File: src/rtl/chess_pkg.sv
// Shared chess move-generation types: direction codes, move word widths,
// colour-bit positions and the collector state encoding.
package chess_pkg;

  localparam int unsigned MOVE_W  = 11;
  localparam int unsigned KMOVE_W = 8;

  localparam int unsigned SLIDE_COLOR_BIT  = 10;
  localparam int unsigned KNIGHT_COLOR_BIT = 7;

  localparam logic [MOVE_W-1:0]  EMPTY_MOVE        = '0;
  localparam logic [KMOVE_W-1:0] EMPTY_KNIGHT_MOVE = '0;

  localparam int unsigned NUM_DIRS = 16;
  localparam int unsigned DIR_W    = 4;
  localparam int unsigned DST_W    = 6;
  localparam int unsigned CNT_W    = 5;

  // Sliding/king directions occupy codes 0-7, knight jumps 8-15.
  localparam logic [DIR_W-1:0] DIR_U   = 4'd0;
  localparam logic [DIR_W-1:0] DIR_D   = 4'd1;
  localparam logic [DIR_W-1:0] DIR_L   = 4'd2;
  localparam logic [DIR_W-1:0] DIR_R   = 4'd3;
  localparam logic [DIR_W-1:0] DIR_UL  = 4'd4;
  localparam logic [DIR_W-1:0] DIR_UR  = 4'd5;
  localparam logic [DIR_W-1:0] DIR_DL  = 4'd6;
  localparam logic [DIR_W-1:0] DIR_DR  = 4'd7;
  localparam logic [DIR_W-1:0] DIR_UUL = 4'd8;
  localparam logic [DIR_W-1:0] DIR_UUR = 4'd9;
  localparam logic [DIR_W-1:0] DIR_LLU = 4'd10;
  localparam logic [DIR_W-1:0] DIR_RRU = 4'd11;
  localparam logic [DIR_W-1:0] DIR_DDL = 4'd12;
  localparam logic [DIR_W-1:0] DIR_DDR = 4'd13;
  localparam logic [DIR_W-1:0] DIR_LLD = 4'd14;
  localparam logic [DIR_W-1:0] DIR_RRD = 4'd15;

  typedef enum logic [1:0] {
    IDLE = 2'd0,
    EMIT = 2'd1,
    DONE = 2'd2
  } collect_state_e;

endpackage

File: src/rtl/lowest_set_16.sv
// Combinational priority encoder: index of the lowest set bit and an any flag.
module lowest_set_16 (
  input  logic [15:0] req_i,
  output logic [3:0]  idx_o,
  output logic        any_o
);

  // Scan from the top so the lowest set bit is written last and wins.
  always_comb begin
    idx_o = 4'd0;
    for (int i = 15; i >= 0; i--) begin
      if (req_i[i]) idx_o = 4'(i);
    end
  end

  assign any_o = |req_i;

endmodule

File: src/rtl/move_collector.sv
// Snapshots the 16 moves arriving at one square and streams the side-to-move's
// moves out over a valid/ready handshake, lowest direction code first.
module move_collector #(
  parameter int unsigned MOVE_W  = chess_pkg::MOVE_W,
  parameter int unsigned KMOVE_W = chess_pkg::KMOVE_W
) (
  input  logic               clk,
  input  logic               rst_n,
  input  logic               engineColor,
  input  logic [5:0]         posReg,
  input  logic [MOVE_W-1:0]  U_move,
  input  logic [MOVE_W-1:0]  D_move,
  input  logic [MOVE_W-1:0]  L_move,
  input  logic [MOVE_W-1:0]  R_move,
  input  logic [MOVE_W-1:0]  UL_move,
  input  logic [MOVE_W-1:0]  UR_move,
  input  logic [MOVE_W-1:0]  DL_move,
  input  logic [MOVE_W-1:0]  DR_move,
  input  logic [KMOVE_W-1:0] UUL_move,
  input  logic [KMOVE_W-1:0] UUR_move,
  input  logic [KMOVE_W-1:0] LLU_move,
  input  logic [KMOVE_W-1:0] RRU_move,
  input  logic [KMOVE_W-1:0] DDL_move,
  input  logic [KMOVE_W-1:0] DDR_move,
  input  logic [KMOVE_W-1:0] LLD_move,
  input  logic [KMOVE_W-1:0] RRD_move,
  input  logic               start,
  output logic               out_valid,
  input  logic               out_ready,
  output logic [3:0]         out_dir,
  output logic [5:0]         out_dst,
  output logic [MOVE_W-1:0]  out_move,
  output logic               busy,
  output logic               done,
  output logic [4:0]         move_count
);

  import chess_pkg::*;

  collect_state_e                  state_q, state_d;
  logic [NUM_DIRS-1:0][MOVE_W-1:0] words_q, words_d, words_in;
  logic [NUM_DIRS-1:0]             mask_q, mask_d, mask_in;
  logic [DST_W-1:0]                dst_q, dst_d;
  logic [CNT_W-1:0]                count_q, count_d;
  logic                            valid_q, valid_d;
  logic [DIR_W-1:0]                dir_q, dir_d;
  logic [MOVE_W-1:0]               move_q, move_d;
  logic                            busy_q, busy_d;
  logic                            done_q, done_d;
  logic [DIR_W-1:0]                idx_d;
  logic                            any_d;
  logic                            handshake;

  // Gather live inputs by direction code; knight words are zero-extended.
  always_comb begin
    words_in          = '0;
    words_in[DIR_U]   = U_move;
    words_in[DIR_D]   = D_move;
    words_in[DIR_L]   = L_move;
    words_in[DIR_R]   = R_move;
    words_in[DIR_UL]  = UL_move;
    words_in[DIR_UR]  = UR_move;
    words_in[DIR_DL]  = DL_move;
    words_in[DIR_DR]  = DR_move;
    words_in[DIR_UUL] = MOVE_W'(UUL_move);
    words_in[DIR_UUR] = MOVE_W'(UUR_move);
    words_in[DIR_LLU] = MOVE_W'(LLU_move);
    words_in[DIR_RRU] = MOVE_W'(RRU_move);
    words_in[DIR_DDL] = MOVE_W'(DDL_move);
    words_in[DIR_DDR] = MOVE_W'(DDR_move);
    words_in[DIR_LLD] = MOVE_W'(LLD_move);
    words_in[DIR_RRD] = MOVE_W'(RRD_move);
  end

  // A word is pending when present and owned by the side to move.
  always_comb begin
    mask_in = '0;
    for (int i = 0; i < int'(NUM_DIRS); i++) begin
      if (i < int'(DIR_UUL)) begin
        mask_in[i] = (words_in[i] != MOVE_W'(EMPTY_MOVE)) &&
                     (words_in[i][SLIDE_COLOR_BIT] == engineColor);
      end else begin
        mask_in[i] = (words_in[i][KMOVE_W-1:0] != KMOVE_W'(EMPTY_KNIGHT_MOVE)) &&
                     (words_in[i][KNIGHT_COLOR_BIT] == engineColor);
      end
    end
  end

  assign handshake = valid_q && out_ready;

  // Next-state logic; outputs are precomputed from the next mask so they register cleanly.
  always_comb begin
    state_d = state_q;
    words_d = words_q;
    mask_d  = mask_q;
    dst_d   = dst_q;
    count_d = count_q;
    case (state_q)
      IDLE: begin
        if (start) begin
          words_d = words_in;
          mask_d  = mask_in;
          dst_d   = posReg;
          count_d = '0;
          state_d = EMIT;
        end
      end
      EMIT: begin
        if (mask_q == '0) begin
          state_d = DONE;
        end else if (handshake) begin
          mask_d  = mask_q & (mask_q - NUM_DIRS'(1));
          count_d = count_q + CNT_W'(1);
        end
      end
      DONE:    state_d = IDLE;
      default: state_d = IDLE;
    endcase
    valid_d = (state_d == EMIT) && any_d;
    dir_d   = idx_d;
    move_d  = words_d[idx_d];
    busy_d  = (state_d != IDLE);
    done_d  = (state_d == DONE);
  end

  lowest_set_16 u_lowest (
    .req_i (mask_d),
    .idx_o (idx_d),
    .any_o (any_d)
  );

  always_ff @(posedge clk or negedge rst_n) begin
    if (!rst_n) begin
      state_q <= IDLE;
      words_q <= '0;
      mask_q  <= '0;
      dst_q   <= '0;
      count_q <= '0;
      valid_q <= 1'b0;
      dir_q   <= '0;
      move_q  <= '0;
      busy_q  <= 1'b0;
      done_q  <= 1'b0;
    end else begin
      state_q <= state_d;
      words_q <= words_d;
      mask_q  <= mask_d;
      dst_q   <= dst_d;
      count_q <= count_d;
      valid_q <= valid_d;
      dir_q   <= dir_d;
      move_q  <= move_d;
      busy_q  <= busy_d;
      done_q  <= done_d;
    end
  end

  assign out_valid  = valid_q;
  assign out_dir    = dir_q;
  assign out_dst    = dst_q;
  assign out_move   = move_q;
  assign busy       = busy_q;
  assign done       = done_q;
  assign move_count = count_q;

endmodule

File: config.mk
export PLATFORM = sky130hd
export DESIGN_NAME = move_collector
export DESIGN_NICKNAME = d
export VERILOG_FILES = /design/src/rtl/chess_pkg.sv /design/src/rtl/lowest_set_16.sv /design/src/rtl/move_collector.sv
export SDC_FILE = /design/constraint.sdc
export NUM_CORES = 1
export LEC_CHECK = 0
export CORE_UTILIZATION = 40
export DETAILED_ROUTE_END_ITERATION = 8
export DONT_BUFFER_PORTS = 1
export PLACE_DENSITY_LB_ADDON = 0.1
export SLEW_MARGIN = 20
export SYNTH_ARGS = -nofsm -noshare
export SYNTH_HDL_FRONTEND = slang
export SYNTH_SLANG_ARGS = --single-unit
File: constraint.sdc
create_clock -name clk -period 7.8 [get_ports clk]
set_input_delay 2.34 -clock clk [delete_from_list [all_inputs] [get_ports clk]]
set_output_delay 2.34 -clock clk [all_outputs]
set_load 0.02 [all_outputs]
==> results.md <==
- Violations in the final reports: design-rule violations
- Number of enable-type register cells in the synthesized netlist: 0
- CTS sink cnt: 223
- Minimum clock period: 6.05 ns
- Aggregate global-route resource usage: 23.9%
- DRC errors left: 10
- Seq/Total Area, Yosys: 51.7%
- Transition time of the tightest slew-check pin: 0.911 ns
- F_max: 165 MHz
- Starting DRC count in detailed routing: 643
- Cell count after synthesis: 1,228
- Worst min-delay path category: reg -> reg
- Number of H-tree levels: 1
- Max-capacitance violation count: 0
- Global-route wire length before repair: 51.2 mm
- Number of nets produced by synthesis: 1,392
- Layout Area Growth over Synthesis: 9.91%
- Min-Delay Startpoint: words_q[111]
- Final hold viol count: 0
- Share of synthesized registers carrying an async set or reset: 100%
- Mean routed wirelength per cell: 21.0 um
- Antenna violations before repair: 0
- Half-perimeter wire length of the detailed placement result: 23.4 mm
- Clock tree skew after final layout: 0.00764 ns
- Type of destination of the critical path: flop
- Yosys cell types: 62
- Worst Setup SP: start
- CTS clk-pin slew, worst paths: 0.06 ns
- Ant. Diodes: 0
- Antenna viol nets, final: 0
- Ys flop type: sky130_fd_sc_hd__dfrtp_1
- FF-to-FF path depth: 11
- Clock tree from TritonCTS: built
- Post-synthesis sequential element count: 223
- Worst Setup Start Kind: input pin
- Vias/cell: 5.45
- Clock buffers created by TritonCTS: 25
- Placeable core area: 26,300 um2
- Status: complete, but fails checks
- Total placed cells including tap cells: 1,510
- Starting utilization of the core area: 41.0%
- Largest net degree at the start of global routing: 224
- Yosys top cell by area: sky130_fd_sc_hd__dfrtp_1
- Vias post-DR: 8,463
- Height of the die: 166 um
- Number of global-route vias before repair: 8,671
- CTS max path bufs: 3
- Final number of max-transition violations: 0
- Worst setup path end: out_move[1]
- Most frequent cells after synthesis: sky130_fd_sc_hd__nand2_1, sky130_fd_sc_hd__dfrtp_1, sky130_fd_sc_hd__mux2i_1
- TNS Setup: 0 ns
- Final RePlAce weighted congestion: 0.852
- Total number of placement rows: 59
- Proportion of layout cells with a drive suffix above 1: 5.91%
- Clk Latency, worst-skew pair: 0.51 ns
- Worst Path Required: 8.18 ns
- Share of the synthesized area in the top cell type: 51.7%
- Number of warnings printed during yosys synthesis: 0
- Drt pass-1 iters: 7
- Final Net Count: 1,366
- R2R Path End: out_move[1]
- Largest cells by area after synthesis: sky130_fd_sc_hd__dfrtp_1, sky130_fd_sc_hd__nand2_1, sky130_fd_sc_hd__mux2i_1, sky130_fd_sc_hd__and2_1, sky130_fd_sc_hd__nor4_1
- Average size of a mapped cell: 8.78 um2
- RSZ-0062 raised after global routing: false
- Remaining Overflow, GRT: 0
- Post-synthesis instance area: 10,800 um2
- Filler-free cell count of the finished design: 1,554
- Total of hold buffers inserted after clock tree synthesis: 0
- Cell chosen for the clock root: sky130_fd_sc_hd__clkbuf_16
- Total of endpoints with negative setup slack in the final report: 0
- Data arrival time of the critical path: 6.43 ns
- Headroom to the max-slew limit: 39.0%
- IO Pins: 192
- Slack of the worst reg-to-reg path: 3.06 ns
- Period utilization: 77.6%
- Die Wd: 166 um
- Count of instances resized after the clock tree is built: 0
- Buffers inserted during post-CTS setup optimization: 0
- Routed WL: 32.6 mm
- Port bufs: 0
- Most frequently used cell type in the post-synthesis netlist: sky130_fd_sc_hd__nand2_1
- Crit-path max FO: 63
- Type of the setup path with the least slack: in -> reg
- Die area: 27,600 um2
- Worst r2r src: state_q[0]
[layout by cell type (no fill, tap or decap), types with 8 or more instances in the layout]
cell type and instances:
sky130_fd_sc_hd__a211oi_1 8, sky130_fd_sc_hd__a21oi_1 23, sky130_fd_sc_hd__a31oi_1 12, sky130_fd_sc_hd__and2_1 31
sky130_fd_sc_hd__buf_4 12, sky130_fd_sc_hd__clkbuf_16 25, sky130_fd_sc_hd__dfrtp_1 223, sky130_fd_sc_hd__inv_1 13
sky130_fd_sc_hd__mux2i_1 70, sky130_fd_sc_hd__nand2_1 497, sky130_fd_sc_hd__nand2b_1 11, sky130_fd_sc_hd__nand3_1 20
sky130_fd_sc_hd__nand4_1 11, sky130_fd_sc_hd__nor2_1 42, sky130_fd_sc_hd__nor3_1 21, sky130_fd_sc_hd__nor4_1 27
sky130_fd_sc_hd__o21ai_0 27, sky130_fd_sc_hd__or4_1 13
[registers in the layout, indices dropped and copies added, names as in the netlist]
name,cells
words_q,176
mask_q,16
out_move,11
out_dst,6
move_count,5
out_dir,4
state_q,2
busy,1
done,1
out_valid,1
[cell type report]
type                    instances  area [um2]
clock buffers                  36         707
clock inverters                 8        90.1
fillers                      2595       14400
inverters                      14        52.6
multi-input cells             926        4920
flip-flops and latches        223        5580
well taps                     335         419
repair buffers                 12        90.1
[worst min path at each step]
| stage | slack (ns) | cells after the start | endpoint |
|---|---|---|---|
| after floorplan | 0.43 | 2 | words_q[111] |
| after CTS | 0.47 | 2 | words_q[111] |
| after global routing | 0.48 | 2 | words_q[111] |
| final | 0.46 | 2 | words_q[111] |
| after detailed placement | 0.45 | 2 | words_q[111] |
| after global placement | 0.45 | 2 | words_q[172] |
[worst max-delay path, cell delays in order]
cell                       delay (ns)
sky130_fd_sc_hd__or3b_4          0.62
sky130_fd_sc_hd__buf_4           0.64
sky130_fd_sc_hd__a31o_2          0.22
sky130_fd_sc_hd__nand4_1         0.44
sky130_fd_sc_hd__nor3_2          0.31
sky130_fd_sc_hd__buf_4           0.27
sky130_fd_sc_hd__mux2_2          0.36
sky130_fd_sc_hd__nor2b_1         0.13
sky130_fd_sc_hd__a31oi_1         0.29
sky130_fd_sc_hd__a211oi_1        0.19
sky130_fd_sc_hd__or4_1           0.55
[cell families after synthesis]
| logic type | count (synthesis) | synth area share, % |
|---|---|---|
| mux | 80 | 7.54 |
| xor+xnor | 9 | 0.731 |
| flops | 223 | 51.7 |
| buf+inv | 79 | 2.97 |
| simple gates | 706 | 28.4 |
| fa+ha+maj | 1 | 0.116 |
| compound gates | 130 | 8.52 |
[layer usage]
| metal | up-vias | track usage (%) | wire (um) |
|---|---|---|---|
| li1 | 4107 | - | - |
| met1 | 4078 | 34.2 | 15400 |
| met2 | 242 | 36.8 | 14400 |
| met3 | 36 | 5.27 | 2260 |
| met4 | 0 | 6.00 | 624 |
| met5 | - | 0 | 0 |
[through the flow]
stage	util (%)	hold WS [ns]	setup slack (ns)	instance area [um2]
3_3_place_gp	42.1	0.448	1.26	11100
3_5_place_dp	42.1	0.450	1.18	11100
5_1_grt	45.1	0.484	1.50	11900
6_report	45.1	0.462	1.75	11900
2_1_floorplan	-	0.433	1.89	10800
4_1_cts	45.1	0.465	1.71	11900
Power is not shown: default switching activity piles up to over one toggle a cycle in this logic, so the estimate is an artifact.
